[src/rtl/uart_rx_fifo_pkg.sv]
// Shared definitions for the UART receive path, transmit path and command
// interface: FSM state encoding and default framing constants.
package uart_rx_fifo_pkg;

    typedef enum logic [1:0] {
        ST_IDLE  = 2'b00,
        ST_START = 2'b01,
        ST_DATA  = 2'b10,
        ST_STOP  = 2'b11
    } uart_state_e;

    // 100 MHz / (16 x 38400) rounded to the nearest integer.
    localparam int DEFAULT_DVSR = 163;
    localparam int UART_DBIT    = 8;

endpackage

[src/rtl/uart_rx_fifo_sync_fifo.sv]
// Small first-word-fall-through FIFO. The head word is visible on rd_data_o
// without a read latency and reads as zero while the FIFO is empty. A push
// into a full FIFO is accepted only when a pop happens in the same cycle.
module sync_fifo #(
    parameter int DATA_W = 8,
    parameter int ADDR_W = 2
) (
    input  logic              clk,
    input  logic              reset,
    input  logic              wr_en_i,
    input  logic [DATA_W-1:0] wr_data_i,
    input  logic              rd_en_i,
    output logic [DATA_W-1:0] rd_data_o,
    output logic              empty_o,
    output logic              full_o
);

    localparam int DEPTH = 2 ** ADDR_W;

    logic [DATA_W-1:0] mem_q [0:DEPTH-1];
    logic [ADDR_W-1:0] wr_ptr_q, wr_ptr_d;
    logic [ADDR_W-1:0] rd_ptr_q, rd_ptr_d;
    logic              empty_q, empty_d;
    logic              full_q, full_d;
    logic              pop, push;
    logic [ADDR_W-1:0] wr_ptr_inc, rd_ptr_inc;

    // A pop needs data; a push needs room, or a slot freed by a same-cycle pop.
    assign pop        = rd_en_i && !empty_q;
    assign push       = wr_en_i && (!full_q || pop);
    assign wr_ptr_inc = wr_ptr_q + 1'b1;
    assign rd_ptr_inc = rd_ptr_q + 1'b1;

    // Storage write; contents need no reset because the flags gate the output.
    always_ff @(posedge clk) begin
        if (push) begin
            mem_q[wr_ptr_q] <= wr_data_i;
        end
    end

    // Next pointers and occupancy flags from the push/pop combination.
    always_comb begin
        wr_ptr_d = wr_ptr_q;
        rd_ptr_d = rd_ptr_q;
        empty_d  = empty_q;
        full_d   = full_q;
        case ({push, pop})
            2'b10: begin
                wr_ptr_d = wr_ptr_inc;
                empty_d  = 1'b0;
                full_d   = (wr_ptr_inc == rd_ptr_q);
            end
            2'b01: begin
                rd_ptr_d = rd_ptr_inc;
                full_d   = 1'b0;
                empty_d  = (rd_ptr_inc == wr_ptr_q);
            end
            2'b11: begin
                wr_ptr_d = wr_ptr_inc;
                rd_ptr_d = rd_ptr_inc;
            end
            default: ;
        endcase
    end

    // Pointer and flag registers.
    always_ff @(posedge clk or posedge reset) begin
        if (reset) begin
            wr_ptr_q <= '0;
            rd_ptr_q <= '0;
            empty_q  <= 1'b1;
            full_q   <= 1'b0;
        end else begin
            wr_ptr_q <= wr_ptr_d;
            rd_ptr_q <= rd_ptr_d;
            empty_q  <= empty_d;
            full_q   <= full_d;
        end
    end

    assign rd_data_o = empty_q ? '0 : mem_q[rd_ptr_q];
    assign empty_o   = empty_q;
    assign full_o    = full_q;

endmodule

[src/rtl/uart_rx_fifo.sv]
// 8N1 UART receiver with 16x oversampling, followed by a small FWFT FIFO
// that the command interface pops one byte at a time.
module uart_rx_fifo
    import uart_rx_fifo_pkg::*;
#(
    parameter int DVSR    = DEFAULT_DVSR,
    parameter int DBIT    = UART_DBIT,
    parameter int SB_TICK = 16,
    parameter int FIFO_W  = 2
) (
    input  logic            clk,
    input  logic            reset,
    input  logic            rx,
    input  logic            rd_uart,
    output logic [DBIT-1:0] r_data,
    output logic            rx_empty,
    output logic            rx_full,
    output logic            frame_err,
    output logic            overrun
);

    localparam int CW = (DVSR > 1) ? $clog2(DVSR) : 1;
    localparam int NW = (DBIT > 1) ? $clog2(DBIT) : 1;

    logic            sync1_q, sync2_q;
    logic            rx_s;
    logic [CW-1:0]   cnt_q;
    logic            tick;
    uart_state_e     state_q, state_d;
    logic [3:0]      s_q, s_d;
    logic [NW-1:0]   n_q, n_d;
    logic [DBIT-1:0] shift_q, shift_d;
    logic [DBIT:0]   shift_ext;
    logic            seen_high_q, seen_high_d;
    logic            push_req;

    // Two-flop synchroniser; idles high so reset does not look like a start bit.
    always_ff @(posedge clk or posedge reset) begin
        if (reset) begin
            sync1_q <= 1'b1;
            sync2_q <= 1'b1;
        end else begin
            sync1_q <= rx;
            sync2_q <= sync1_q;
        end
    end

    assign rx_s = sync2_q;

    // Free-running oversampling counter; tick marks its terminal count.
    always_ff @(posedge clk or posedge reset) begin
        if (reset) begin
            cnt_q <= '0;
        end else begin
            cnt_q <= tick ? '0 : cnt_q + 1'b1;
        end
    end

    assign tick = (cnt_q == CW'(DVSR - 1));

    // FSM state, sample counters, shift register and re-arm flag.
    always_ff @(posedge clk or posedge reset) begin
        if (reset) begin
            state_q     <= ST_IDLE;
            s_q         <= '0;
            n_q         <= '0;
            shift_q     <= '0;
            seen_high_q <= 1'b1;
        end else begin
            state_q     <= state_d;
            s_q         <= s_d;
            n_q         <= n_d;
            shift_q     <= shift_d;
            seen_high_q <= seen_high_d;
        end
    end

    assign shift_ext = {rx_s, shift_q};

    // Next-state logic. The re-arm flag is dropped at the end of every frame
    // so a line stuck low (break) produces exactly one frame and then waits
    // for a high level before a new falling edge is accepted.
    always_comb begin
        state_d     = state_q;
        s_d         = s_q;
        n_d         = n_q;
        shift_d     = shift_q;
        seen_high_d = seen_high_q;
        case (state_q)
            ST_IDLE: begin
                if (rx_s) begin
                    seen_high_d = 1'b1;
                end else if (seen_high_q) begin
                    state_d     = ST_START;
                    s_d         = '0;
                    seen_high_d = 1'b0;
                end
            end
            ST_START: begin
                if (tick) begin
                    if (s_q == 4'd7) begin
                        if (!rx_s) begin
                            state_d = ST_DATA;
                            s_d     = '0;
                            n_d     = '0;
                        end else begin
                            state_d = ST_IDLE;
                        end
                    end else begin
                        s_d = s_q + 4'd1;
                    end
                end
            end
            ST_DATA: begin
                if (tick) begin
                    if (s_q == 4'd15) begin
                        shift_d = shift_ext[DBIT:1];
                        s_d     = '0;
                        if (n_q == NW'(DBIT - 1)) begin
                            state_d = ST_STOP;
                        end else begin
                            n_d = n_q + 1'b1;
                        end
                    end else begin
                        s_d = s_q + 4'd1;
                    end
                end
            end
            ST_STOP: begin
                if (tick) begin
                    if (s_q == 4'(SB_TICK - 1)) begin
                        state_d     = ST_IDLE;
                        seen_high_d = 1'b0;
                    end else begin
                        s_d = s_q + 4'd1;
                    end
                end
            end
            default: state_d = ST_IDLE;
        endcase
    end

    // Frame outcome at the stop-bit sample: push a good byte or flag the error.
    always_comb begin
        push_req  = 1'b0;
        frame_err = 1'b0;
        if (state_q == ST_STOP && tick && s_q == 4'(SB_TICK - 1)) begin
            push_req  = rx_s;
            frame_err = !rx_s;
        end
    end

    sync_fifo #(
        .DATA_W (DBIT),
        .ADDR_W (FIFO_W)
    ) u_fifo (
        .clk       (clk),
        .reset     (reset),
        .wr_en_i   (push_req),
        .wr_data_i (shift_q),
        .rd_en_i   (rd_uart),
        .rd_data_o (r_data),
        .empty_o   (rx_empty),
        .full_o    (rx_full)
    );

    // A full FIFO without a pop cannot take the byte, so it is lost.
    assign overrun = push_req && rx_full && !rd_uart;

endmodule
[config.mk]
export PLATFORM = sky130hd
export DESIGN_NAME = uart_rx_fifo
export DESIGN_NICKNAME = d
export VERILOG_FILES = /design/src/rtl/uart_rx_fifo_pkg.sv /design/src/rtl/uart_rx_fifo_sync_fifo.sv /design/src/rtl/uart_rx_fifo.sv
export SDC_FILE = /design/constraint.sdc
export NUM_CORES = 1
export LEC_CHECK = 0
export CAP_MARGIN = 20
export CORE_UTILIZATION = 45
export CTS_CLUSTER_DIAMETER = 60
export DETAILED_ROUTE_END_ITERATION = 7
export PLACE_DENSITY = 0.62
export SYNTH_ARGS = -nofsm -noshare
export SYNTH_HDL_FRONTEND = slang
export SYNTH_HIERARCHICAL = 1
export SYNTH_SLANG_ARGS = --single-unit
export TNS_END_PERCENT = 5
[constraint.sdc]
create_clock -name clk -period 2.23 [get_ports clk]
set_input_delay 0.446 -clock clk [delete_from_list [all_inputs] [get_ports clk]]
set_output_delay 0.446 -clock clk [all_outputs]
set_load 0.005 [all_outputs]
==> run_results.csv <==
group,metric,value,unit
outcome,status,"complete, but fails checks",
outcome,violations,"design-rule violations",
cts,cts_max_path_buffers,2,
cts,numCtsBuffers,9,
sta,relSlewSlack,59.3,%
power_and_ir_drop,p_per_area,843,nW/um^2
cells_and_area,multiInputGateArea,1190,sq um
synth,async_reset_ff_share,51.5,%
synth,synth_area_leaders,"edfxtp_1 (31%), dfrtp_1 (24%), ha_1 (4.9%)",
cells_and_area,nets,302,
drt,postRouteWirelength,5.36,mm
sta,period_share,98.2,%
floorplanning,io_pins,16,
sta,fin_crit,2190,ps
synth,synth_edf_count,32,
setup_path,rr_worst_depth,10,
synth,synthesis.instances,222,
grt,grt-ovfl-total,0,
floorplanning,core-area,6460,sq um
sta,hold_violations,0,
floorplanning,die_width,84.6,um
drt,drt_iter0_markers,95,
drt,wire_per_inst,14.6,um
cells_and_area,final-seq-area,1820,sq um
synth,synth_fp_nets,238,
sta,skew,6.71,ps
floorplanning,die_h,84.6,um
setup_path,rr_startpoint,"cnt_q[1]",
cells_and_area,num_antenna_cells,0,
sta,setup_viol,0,
drt,ant_nets,0,
cts,htree_num_levels,3,
setup_path,crit_start,"u_fifo/rd_ptr_q[0]",
sta,whs,349,ps
synth,yosys_warnings,6,
grt,grt_pass1_vias,1848,
synth,synth_top_area_cell,"edfxtp_1",
floorplanning,start_util,47.5,%
setup_path,cp-end-kind,"output port",
cts,cts_root_buffer,"clkbuf_8",
power_and_ir_drop,ir_worst_vdd,0.000465,V
synth,yosysMostFrequentCell,"edfxtp_1",
setup_path,path_class,"flop to output port",
synth,yosysTopAreaCellShare,31.3,%
cts,cts_sinks,66,
setup_path,critPathRequiredTime,1780,ps
setup_path,startpoint_type,"flop",
setup_path,reg2reg_to,"u_fifo/wr_ptr_q[1]",
setup_path,slowest_delay,470,ps
drt,vias,1913,
sta,drv_slew,0,
synth,netlist_area,3070,sq um
synth,synthTopCellsByCount,"edfxtp_1 (32), dfrtp_1 (30), mux2_2 (13), nor2_1 (13)",
synth,syn_area_per_cell,13.8,sq um
grt,track_usage,17.0,%
power_and_ir_drop,cellLeakagePower,1.75,nW
sta,rsz0062_at_grt,"true",
sta,setup_slack,41.3,ps
place,placed_cells,341,
cts,worstSkewPairLatency,340,ps
setup_path,r2r_slack,120,ps
place,placement.io_buffers,15,
grt,grt_pass1_wl,9.14,mm
cells_and_area,area_growth,27.8,%
setup_path,crit_chain,"clkbuf_16, buf_4, mux4_2, nor2b_1, clkbuf_2",
cells_and_area,stdcell_count,368,
place,place.gp.congestion,0.762,
floorplanning,num_rows,29,
synth,synthFlopType,"edfxtp_1",
cells_and_area,fillers,521,
cells_and_area,drive_gt1_share,39.2,%
synth,yosysUniqueCellTypes,51,
grt,grt_max_degree,29,
grt,antenna_found_initial,0,
drt,avgViaCountPerCell,5.20,
place,dp_slack,-92.5,ps
floorplanning,dieArea,7150,sq um
synth,ys_seq_elements,66,
hold_path,hp-class,"input pin to asynchronous set/reset pin",
cts,cts_tree,"yes",
sta,fmax,457,MHz
synth,synth-seq-area-share,59.2,%
place,dp_hpwl,3.45,mm
cts,clk_pin_slew,80,ps
run,cap_violations,0,
drt,drc,5,
drt,firstDrtPassIters,8,
setup_path,worstPathArrival,1740,ps
setup_path,worst_path_max_delay_cell,"mux4_2",
cts,postCtsHoldBufs,0,
setup_path,crit_fanout,3,
sta,worstMarginPinSlew,611,ps
[logic make-up after synthesis]
group	synth area share, %
buffers and inverters	2.37
XOR/XNOR	2.57
multiplexers	11.2
AO/OA/AOI/OAI	6.04
AND/OR/NAND/NOR	13.7
flip-flops	59.2
adder cells (fa/ha/maj)	4.90
[power breakdown]
part           switching [mW]  internal, mW
Combinational           0.298         0.438
Sequential             0.0932          1.35
Clock                   0.486         0.638
[through the flow]
stage	setup TNS (ps)	power (mW)	utilization, %	instance area [sq um]
finish	0	3.30	60.7	3920
floorplan	0	1.78	-	3070
detailed placement	-92.5	1.98	55.6	3590
global route	-408	3.47	60.7	3920
global placement	-65.0	1.98	55.6	3590
CTS	-297	3.34	60.7	3920
[layer usage]
metal | track usage (%) | share of wire, % | vias up
met2 | 26.3 | 48 | 31
li1 | - | - | 942
met4 | 8.32 | 1.8 | 0
met3 | 4.52 | 3.2 | 8
met1 | 22.3 | 47 | 932
met5 | 0 | 0 | -
[final cells by class]
cell class	instances	area share (%)
Multi-Input combinational cell	140	30.5
Sequential cell	66	46.4
Clock inverter	7	2.62
Tap cell	77	2.46
Timing Repair Buffer	59	13.9
Inverter	10	0.958
Clock buffer	9	3.16
[critical path, delay by kind of cell (launching register included)]
family                 cells  cell delay (ps)
buffers and inverters      3              370
muxes                      1              470
DFF                        1              420
and+or+nand+nor            1              140
[cell usage in the layout, fill, tap and decap left out, types with 8 or more instances in the layout]
cell | synthesis | routed
clkbuf_8 | 0 | 9
inv_1 | 10 | 10
ha_1 | 12 | 11
nor2_1 | 13 | 12
o21ai_0 | 8 | 8
nor2b_1 | 12 | 12
buf_4 | 0 | 34
mux4_2 | 6 | 8
dfrtp_1 | 30 | 28
mux2_2 | 13 | 13
edfxtp_1 | 32 | 32
nand2_1 | 10 | 9
[sequential cells by signal (all words and copies together), names as in the netlist, named ones only]
register,count
u_fifo/full_o,1
shift_q,8
cnt_q,8
rx_s,1
u_fifo/empty_o,1
sync1_q,1
seen_high_q,1
u_fifo/rd_ptr_q,2
s_q,4
u_fifo/wr_ptr_q,2
n_q,3
u_fifo/mem_q,32
state_q,1
[what timing repair did]
action	in CTS	in global routing
endpoints found under the setup margin	15	26
gates cloned	1	0
gates resized for setup	37	10
buffers inserted	10	0
pin swaps	2	2
[worst max path at each step]
| stage | to | slack, ps | depth (start not counted) |
|---|---|---|---|
| 3_5_place_dp | overrun | -90 | 8 |
| 4_1_cts | frame_err | -80 | 7 |
| 2_1_floorplan | u_fifo/full_o | 90 | 8 |
| 6_report | r_data[0] | 40 | 5 |
| 5_1_grt | overrun | -120 | 8 |
| 3_3_place_gp | overrun | -70 | 8 |
Note: power is estimated with default switching activity, not from simulation.
